**config.mk**
```make
export PLATFORM = sky130hd
export DESIGN_NAME = video_frame_sig_flat
export DESIGN_NICKNAME = d
export VERILOG_FILES = /design/src/rtl/video_frame_sig_if.sv /design/src/rtl/video_frame_sig.sv /design/src/flat_wrapper.sv
export SDC_FILE = /design/constraint.sdc
export NUM_CORES = 1
export LEC_CHECK = 0
export CELL_PAD_IN_SITES_DETAIL_PLACEMENT = 0
export CELL_PAD_IN_SITES_GLOBAL_PLACEMENT = 1
export CORE_MARGIN = 8
export CORE_UTILIZATION = 47
export CTS_BUF_LIST = sky130_fd_sc_hd__clkbuf_16
export DETAILED_ROUTE_END_ITERATION = 12
export PLACE_DENSITY_LB_ADDON = 0.1
export SLEW_MARGIN = 40
export SYNTH_ARGS = -nofsm -noshare
export SYNTH_HDL_FRONTEND = slang
export SYNTH_SLANG_ARGS = --single-unit
```
**constraint.sdc**
```tcl
create_clock -name clock -period 5.7 [get_ports clock]
set_input_delay 1.425 -clock clock [delete_from_list [all_inputs] [get_ports clock]]
set_output_delay 1.425 -clock clock [all_outputs]
set_load 0.05 [all_outputs]
```
**src/rtl/video_frame_sig_if.sv**
```systemverilog
// Pixel-rate video stream into the frame signer: enable, colour and active-low syncs.
`timescale 1ns/1ps
interface video_frame_sig_if #(
  parameter int COLOR_W = 3
) ();
  logic               clock_en;
  logic [COLOR_W-1:0] VIDEO_R;
  logic [COLOR_W-1:0] VIDEO_G;
  logic [COLOR_W-1:0] VIDEO_B;
  logic               HSYNC_n;
  logic               VSYNC_n;

  modport master (output clock_en, VIDEO_R, VIDEO_G, VIDEO_B, HSYNC_n, VSYNC_n);
  modport slave  (input  clock_en, VIDEO_R, VIDEO_G, VIDEO_B, HSYNC_n, VSYNC_n);
endinterface

```
**src/rtl/video_frame_sig.sv**
```systemverilog
// Per-frame CRC-32 signature with line/pixel counting over a run of FRAME_LIMIT frames.
// Optional build macro VFS_SYNC_HASH_EN hashes every capture sample as {R,G,B,HSYNC_n,VSYNC_n}.
`timescale 1ns/1ps
module video_frame_sig #(
  parameter int COLOR_W     = 3,
  parameter int CNT_W       = 10,
  parameter int FRAME_LIMIT = 3
) (
  input  logic               clock,
  input  logic               reset_N,
  video_frame_sig_if.slave   vid,
  input  logic               start,
  output logic               busy,
  output logic               done,
  output logic [31:0]        frame_sig,
  output logic               sig_valid,
  output logic [7:0]         frame_idx,
  output logic [CNT_W-1:0]   line_count,
  output logic [CNT_W-1:0]   pixel_count,
  output logic               overflow
);
`ifdef VFS_SYNC_HASH_EN
  localparam int WORD_W = 3*COLOR_W + 2;
`else
  localparam int WORD_W = 3*COLOR_W;
`endif
  localparam logic [31:0]      CRC_POLY = 32'h04C1_1DB7;
  localparam logic [31:0]      CRC_INIT = 32'hFFFF_FFFF;
  localparam logic [CNT_W-1:0] CNT_ONE  = CNT_W'(1);
  localparam logic [CNT_W-1:0] CNT_MAX  = '1;
  localparam logic [7:0]       LIMIT    = 8'(FRAME_LIMIT);

  typedef enum logic [1:0] {S_IDLE, S_WAIT_VS, S_CAPTURE, S_DONE} state_t;

  state_t           state_q, state_d;
  logic             hs_prev_q, hs_prev_d, vs_prev_q, vs_prev_d;
  logic [31:0]      crc_q, crc_d, frame_sig_q, frame_sig_d;
  logic [CNT_W-1:0] pix_cnt_q, pix_cnt_d, line_cnt_q, line_cnt_d;
  logic [CNT_W-1:0] line_count_q, line_count_d, pixel_count_q, pixel_count_d;
  logic [7:0]       frame_idx_q, frame_idx_d, idx_next;
  logic             overflow_q, overflow_d, sig_valid_q, sig_valid_d;
  logic             hs_fall, vs_fall, active, hash_en;
  logic [WORD_W-1:0] word;

  function automatic logic [31:0] crc_step(input logic [31:0] crc, input logic [WORD_W-1:0] w);
    logic [31:0] c;
    c = crc;
    for (int i = WORD_W-1; i >= 0; i--) begin
      if (c[31] ^ w[i]) c = {c[30:0], 1'b0} ^ CRC_POLY;
      else              c = {c[30:0], 1'b0};
    end
    return c;
  endfunction

  assign hs_fall  = hs_prev_q & ~vid.HSYNC_n;
  assign vs_fall  = vs_prev_q & ~vid.VSYNC_n;
  assign active   = vid.HSYNC_n & vid.VSYNC_n;
  assign idx_next = frame_idx_q + 8'd1;
`ifdef VFS_SYNC_HASH_EN
  assign word     = {vid.VIDEO_R, vid.VIDEO_G, vid.VIDEO_B, vid.HSYNC_n, vid.VSYNC_n};
  assign hash_en  = 1'b1;
`else
  assign word     = {vid.VIDEO_R, vid.VIDEO_G, vid.VIDEO_B};
  assign hash_en  = active;
`endif

  always_comb begin
    state_d       = state_q;
    hs_prev_d     = hs_prev_q;
    vs_prev_d     = vs_prev_q;
    crc_d         = crc_q;
    frame_sig_d   = frame_sig_q;
    pix_cnt_d     = pix_cnt_q;
    line_cnt_d    = line_cnt_q;
    line_count_d  = line_count_q;
    pixel_count_d = pixel_count_q;
    frame_idx_d   = frame_idx_q;
    overflow_d    = overflow_q;
    sig_valid_d   = 1'b0;
    if (vid.clock_en) begin
      hs_prev_d = vid.HSYNC_n;
      vs_prev_d = vid.VSYNC_n;
      case (state_q)
        S_IDLE, S_DONE: begin
          if (start) begin
            state_d     = S_WAIT_VS;
            frame_idx_d = 8'd0;
            overflow_d  = 1'b0;
            crc_d       = 32'd0;
          end
        end
        S_WAIT_VS: begin
          if (vs_fall) begin
            state_d    = S_CAPTURE;
            crc_d      = CRC_INIT;
            pix_cnt_d  = '0;
            line_cnt_d = '0;
          end
        end
        S_CAPTURE: begin
          // A coincident HSYNC fall is swallowed by the frame close.
          if (vs_fall) begin
            frame_sig_d  = crc_q;
            line_count_d = line_cnt_q;
            sig_valid_d  = 1'b1;
            frame_idx_d  = idx_next;
            crc_d        = CRC_INIT;
            pix_cnt_d    = '0;
            line_cnt_d   = '0;
            if (idx_next == LIMIT) state_d = S_DONE;
          end else begin
            if (hash_en) crc_d = crc_step(crc_q, word);
            if (active) begin
              if (pix_cnt_q == CNT_MAX) overflow_d = 1'b1;
              else                      pix_cnt_d  = pix_cnt_q + CNT_ONE;
            end
            if (hs_fall) begin
              pixel_count_d = pix_cnt_q;
              pix_cnt_d     = '0;
              if (line_cnt_q == CNT_MAX) overflow_d = 1'b1;
              else                       line_cnt_d = line_cnt_q + CNT_ONE;
            end
          end
        end
        default: state_d = S_IDLE;
      endcase
    end
  end

  always_ff @(posedge clock or negedge reset_N) begin
    if (!reset_N) begin
      state_q       <= S_IDLE;
      hs_prev_q     <= 1'b1;
      vs_prev_q     <= 1'b1;
      crc_q         <= 32'd0;
      frame_sig_q   <= 32'd0;
      pix_cnt_q     <= '0;
      line_cnt_q    <= '0;
      line_count_q  <= '0;
      pixel_count_q <= '0;
      frame_idx_q   <= 8'd0;
      overflow_q    <= 1'b0;
      sig_valid_q   <= 1'b0;
    end else begin
      state_q       <= state_d;
      hs_prev_q     <= hs_prev_d;
      vs_prev_q     <= vs_prev_d;
      crc_q         <= crc_d;
      frame_sig_q   <= frame_sig_d;
      pix_cnt_q     <= pix_cnt_d;
      line_cnt_q    <= line_cnt_d;
      line_count_q  <= line_count_d;
      pixel_count_q <= pixel_count_d;
      frame_idx_q   <= frame_idx_d;
      overflow_q    <= overflow_d;
      sig_valid_q   <= sig_valid_d;
    end
  end

  assign busy        = (state_q == S_WAIT_VS) || (state_q == S_CAPTURE);
  assign done        = (state_q == S_DONE);
  assign frame_sig   = frame_sig_q;
  assign sig_valid   = sig_valid_q;
  assign frame_idx   = frame_idx_q;
  assign line_count  = line_count_q;
  assign pixel_count = pixel_count_q;
  assign overflow    = overflow_q;
endmodule

```
**src/flat_wrapper.sv**
```systemverilog
// flat-port wrapper written by rule: the top's interface ports become plain ports
module video_frame_sig_flat 
#(
  parameter int COLOR_W     = 3,
  parameter int CNT_W       = 10,
  parameter int FRAME_LIMIT = 3
)
  (clock, reset_N, start, busy, done, frame_sig, sig_valid, frame_idx, line_count, pixel_count, overflow, vid_clock_en, vid_VIDEO_R, vid_VIDEO_G, vid_VIDEO_B, vid_HSYNC_n, vid_VSYNC_n);
  video_frame_sig_if #(.COLOR_W(COLOR_W)) vid_i ();
  input  logic clock;
  input  logic reset_N;
  input  logic start;
  output logic busy;
  output logic done;
  output logic [31:0] frame_sig;
  output logic sig_valid;
  output logic [7:0] frame_idx;
  output logic [CNT_W-1:0] line_count;
  output logic [CNT_W-1:0] pixel_count;
  output logic overflow;
  input wire logic [$bits(vid_i.clock_en)-1:0] vid_clock_en;
  input wire logic [$bits(vid_i.VIDEO_R)-1:0] vid_VIDEO_R;
  input wire logic [$bits(vid_i.VIDEO_G)-1:0] vid_VIDEO_G;
  input wire logic [$bits(vid_i.VIDEO_B)-1:0] vid_VIDEO_B;
  input wire logic [$bits(vid_i.HSYNC_n)-1:0] vid_HSYNC_n;
  input wire logic [$bits(vid_i.VSYNC_n)-1:0] vid_VSYNC_n;
  assign vid_i.clock_en = vid_clock_en;
  assign vid_i.VIDEO_R = vid_VIDEO_R;
  assign vid_i.VIDEO_G = vid_VIDEO_G;
  assign vid_i.VIDEO_B = vid_VIDEO_B;
  assign vid_i.HSYNC_n = vid_HSYNC_n;
  assign vid_i.VSYNC_n = vid_VSYNC_n;
  video_frame_sig #(.COLOR_W(COLOR_W), .CNT_W(CNT_W), .FRAME_LIMIT(FRAME_LIMIT)) u_core (.clock(clock), .reset_N(reset_N), .vid(vid_i), .start(start), .busy(busy), .done(done), .frame_sig(frame_sig), .sig_valid(sig_valid), .frame_idx(frame_idx), .line_count(line_count), .pixel_count(pixel_count), .overflow(overflow));
endmodule
```
==> reports/results.tsv <==
metric	value	unit
drc	0	
cts_buffers	17	
status	finished, final reports clean	
rsz0062_at_grt	no	
multi_input_area	2960	um2
powerDensity	568	nW/um2
slowest_delay	820	ps
ys_seq_elements	118	
ys_warn_count	0	
r2r_cells	8	
clock_path_buffers	2	
layout_commonest_cell	nand2_1	
cts_root_buf	clkbuf_16	
pwr-share-seq	28.3	%
drive_gt1_share	11.8	%
power_switching	1.83	mW
drt-initial-drc-count	247	
worstSetupPathType	reg2out	
hold_start	u_core.frame_sig[14]	
fillers	1102	
rows	41	
io_pins	79	
finalHoldViolations	0	
layout_common_cells	nand2_1 (123), dfrtp_1 (116), clkdlybuf4s50_1 (77)	
maxCapViolCount	0	
grt_pass1_vias	4394	
regArea	2960	um2
arrival	2300	ps
cts_hold_buf	0	
diodes	0	
crit_required	4280	ps
syn_avg_cell_area	10.2	um2
coreArea	12600	um2
switching_share	43.0	%
netlist_area	6020	um2
critPathMaxFanout	9	
final.setup.tns	0	ps
dieHeight	129	um
cts_tree	done	
r2r-end	u_core.line_cnt_q[7]	
gp_congestion	0.800	
die_w	129	um
fin_skew	11.5	ps
syn_inst	589	
synthFlopType	dfrtp_1	
dieArea	16700	um2
cts.sinks	118	
synth-edff-count	0	
drv_slew	0	
pwr-share-clk	20.8	%
first_pass_iters	4	
p_comb_share	50.9	%
cp_slowest_cell	clkdlybuf4s50_1	
cts_resized	0	
grt_max_degree	78	
clock.fmax	268	MHz
critPathLaunchType	flop	
start_util	47.9	%
crit_chain	inv_1 -> ha_1 -> inv_1 -> clkdlybuf4s50_1	
viasPerCell	5.19	
setup-violations-final	0	
vdd_drop_max	283	uV
yosysTopAreaCellShare	48.2	%
tightest_slew	724	ps
min_path_type	reg2reg	
hold_path_end	u_core.frame_sig[14]	
grt_overflow	0	
syn-num-nets	612	
synth_cell_type_count	43	
wl_per_cell	16.3	um
wl	13900	um
endpoint_kind	primary output	
ys_top_cells_by_area	dfrtp_1 (48%), xnor2_1 (8.3%), nand2_1 (7.7%)	
synth_top_area_cell	dfrtp_1	
grt_pass1_wl	23000	um
r2r_slack	2860	ps
ant_nets	0	
antenna_found_initial	0	
dp_hpwl	9790	um
htreeDepth	4	
timing.rr.start	u_core.state_q[0]	
p_int	2.42	mW
clk_latency	420	ps
cp_common_cell	inv_1	
whs_path_depth	2	
num_vias	4424	
postCtsSetupBuffers	0	
p_leak	3.35	nW
portBuffers	78	
synthArstFlopShare	100	%
clkSlewWorstSetupHoldPaths	50	ps
nets	690	
finalCritPeriodShare	65.4	%
slew_headroom	51.4	%
ys_seq_area_share	49.1	%
grt_util_all_layers	17.6	%
area_delta_synth_final	23.9	%
period_needed	3730	ps
worst_hold_slack	466	ps
==> power by group through the flow <==
stage | clock network [mW] | logic [mW] | registers [mW]
final | 0.882 | 2.16 | 1.20
after global routing | 0.939 | 2.33 | 1.23
after CTS | 0.903 | 2.18 | 1.20
after detailed placement | 0 | 2.17 | 1.22
after global placement | 0 | 2.16 | 1.21
after floorplan | 0 | 1.31 | 1.53
==> cell families after synthesis <==
group / Yosys count / share of synthesized area (%)
buf+inv: 31 / 1.95
compound gates: 101 / 9.95
flops: 118 / 49.1
simple gates: 204 / 14.7
fa+ha+maj: 8 / 1.66
mux: 33 / 6.11
xor+xnor: 94 / 16.6
==> routing by layer <==
| layer | GRT usage [%] | wire (um) | up-vias |
|---|---|---|---|
| met5 | 0 | 0 | - |
| met4 | 6.63 | 202 | 0 |
| met2 | 27.0 | 6630 | 64 |
| li1 | - | - | 2170 |
| met1 | 23.5 | 6460 | 2175 |
| met3 | 4.35 | 570 | 15 |
==> worst max-delay path by stage <==
stage | slack, ps | from | to | depth (start not counted)
after global placement | 1750 | vid_VSYNC_n | u_core.crc_q[30] | 7
after global routing | 1880 | u_core.state_q[0] | busy | 4
after floorplan | 2680 | vid_VIDEO_R[0] | u_core.crc_q[11] | 6
final | 1970 | u_core.state_q[0] | busy | 4
after detailed placement | 1600 | vid_VSYNC_n | u_core.crc_q[29] | 7
after CTS | 1960 | u_core.state_q[0] | busy | 4
==> final cells by class <==
cell class              instances  share of cell area, %
multi-input cells             440                   39.7
flip-flops and latches        118                   39.6
repair buffers                 83                   11.0
clock buffers                  17                   5.70
well taps                     172                   2.88
clock inverters                15                  0.838
inverters                       7                  0.352
==> registers in the layout (all words and copies together) (netlist names), 2 cells and up <==
| signal | count |
|---|---|
| u_core.pixel_count | 10 |
| u_core.line_count | 10 |
| u_core.pix_cnt_q | 10 |
| u_core.crc_q | 32 |
| u_core.frame_idx | 8 |
| u_core.state_q | 2 |
| u_core.line_cnt_q | 10 |
| u_core.frame_sig | 32 |
==> synthesized netlist by cell type (all sizes together), types with 2 or more instances <==
library cell,number
dfrtp,116
mux2,30
ha,8
nor3,5
o21ai,40
nand4,6
nor2,29
mux2i,3
o31ai,5
a2111oi,3
a21o,2
and3,5
inv,7
a31oi,3
a211oi,2
and4,5
dfstp,2
xor2,21
clkbuf,18
nor2b,2
nand2,123
nand2b,5
xnor2,73
a21oi,33
nand3,18
o22ai,2
a221o,6
buf,6
nor4,2
==> worst max-delay path: cells and delay by family (launching register included) <==
kind | cells | cell delay, ps
buf+inv | 3 | 1070
fa+ha+maj | 1 | 420
flops | 1 | 400
==> metrics by stage <==
stage	worst slack (ps)	util (%)	cells	cell area (um2)	power (mW)
after floorplan	2680	-	589	6020	2.84
after global placement	1750	55.5	820	6970	3.37
after detailed placement	1600	55.5	820	6970	3.39
after CTS	1960	59.4	852	7460	4.29
after global routing	1880	59.4	852	7460	4.50
final	1970	59.4	852	7460	4.24
Power figures use the tool's default switching activity.
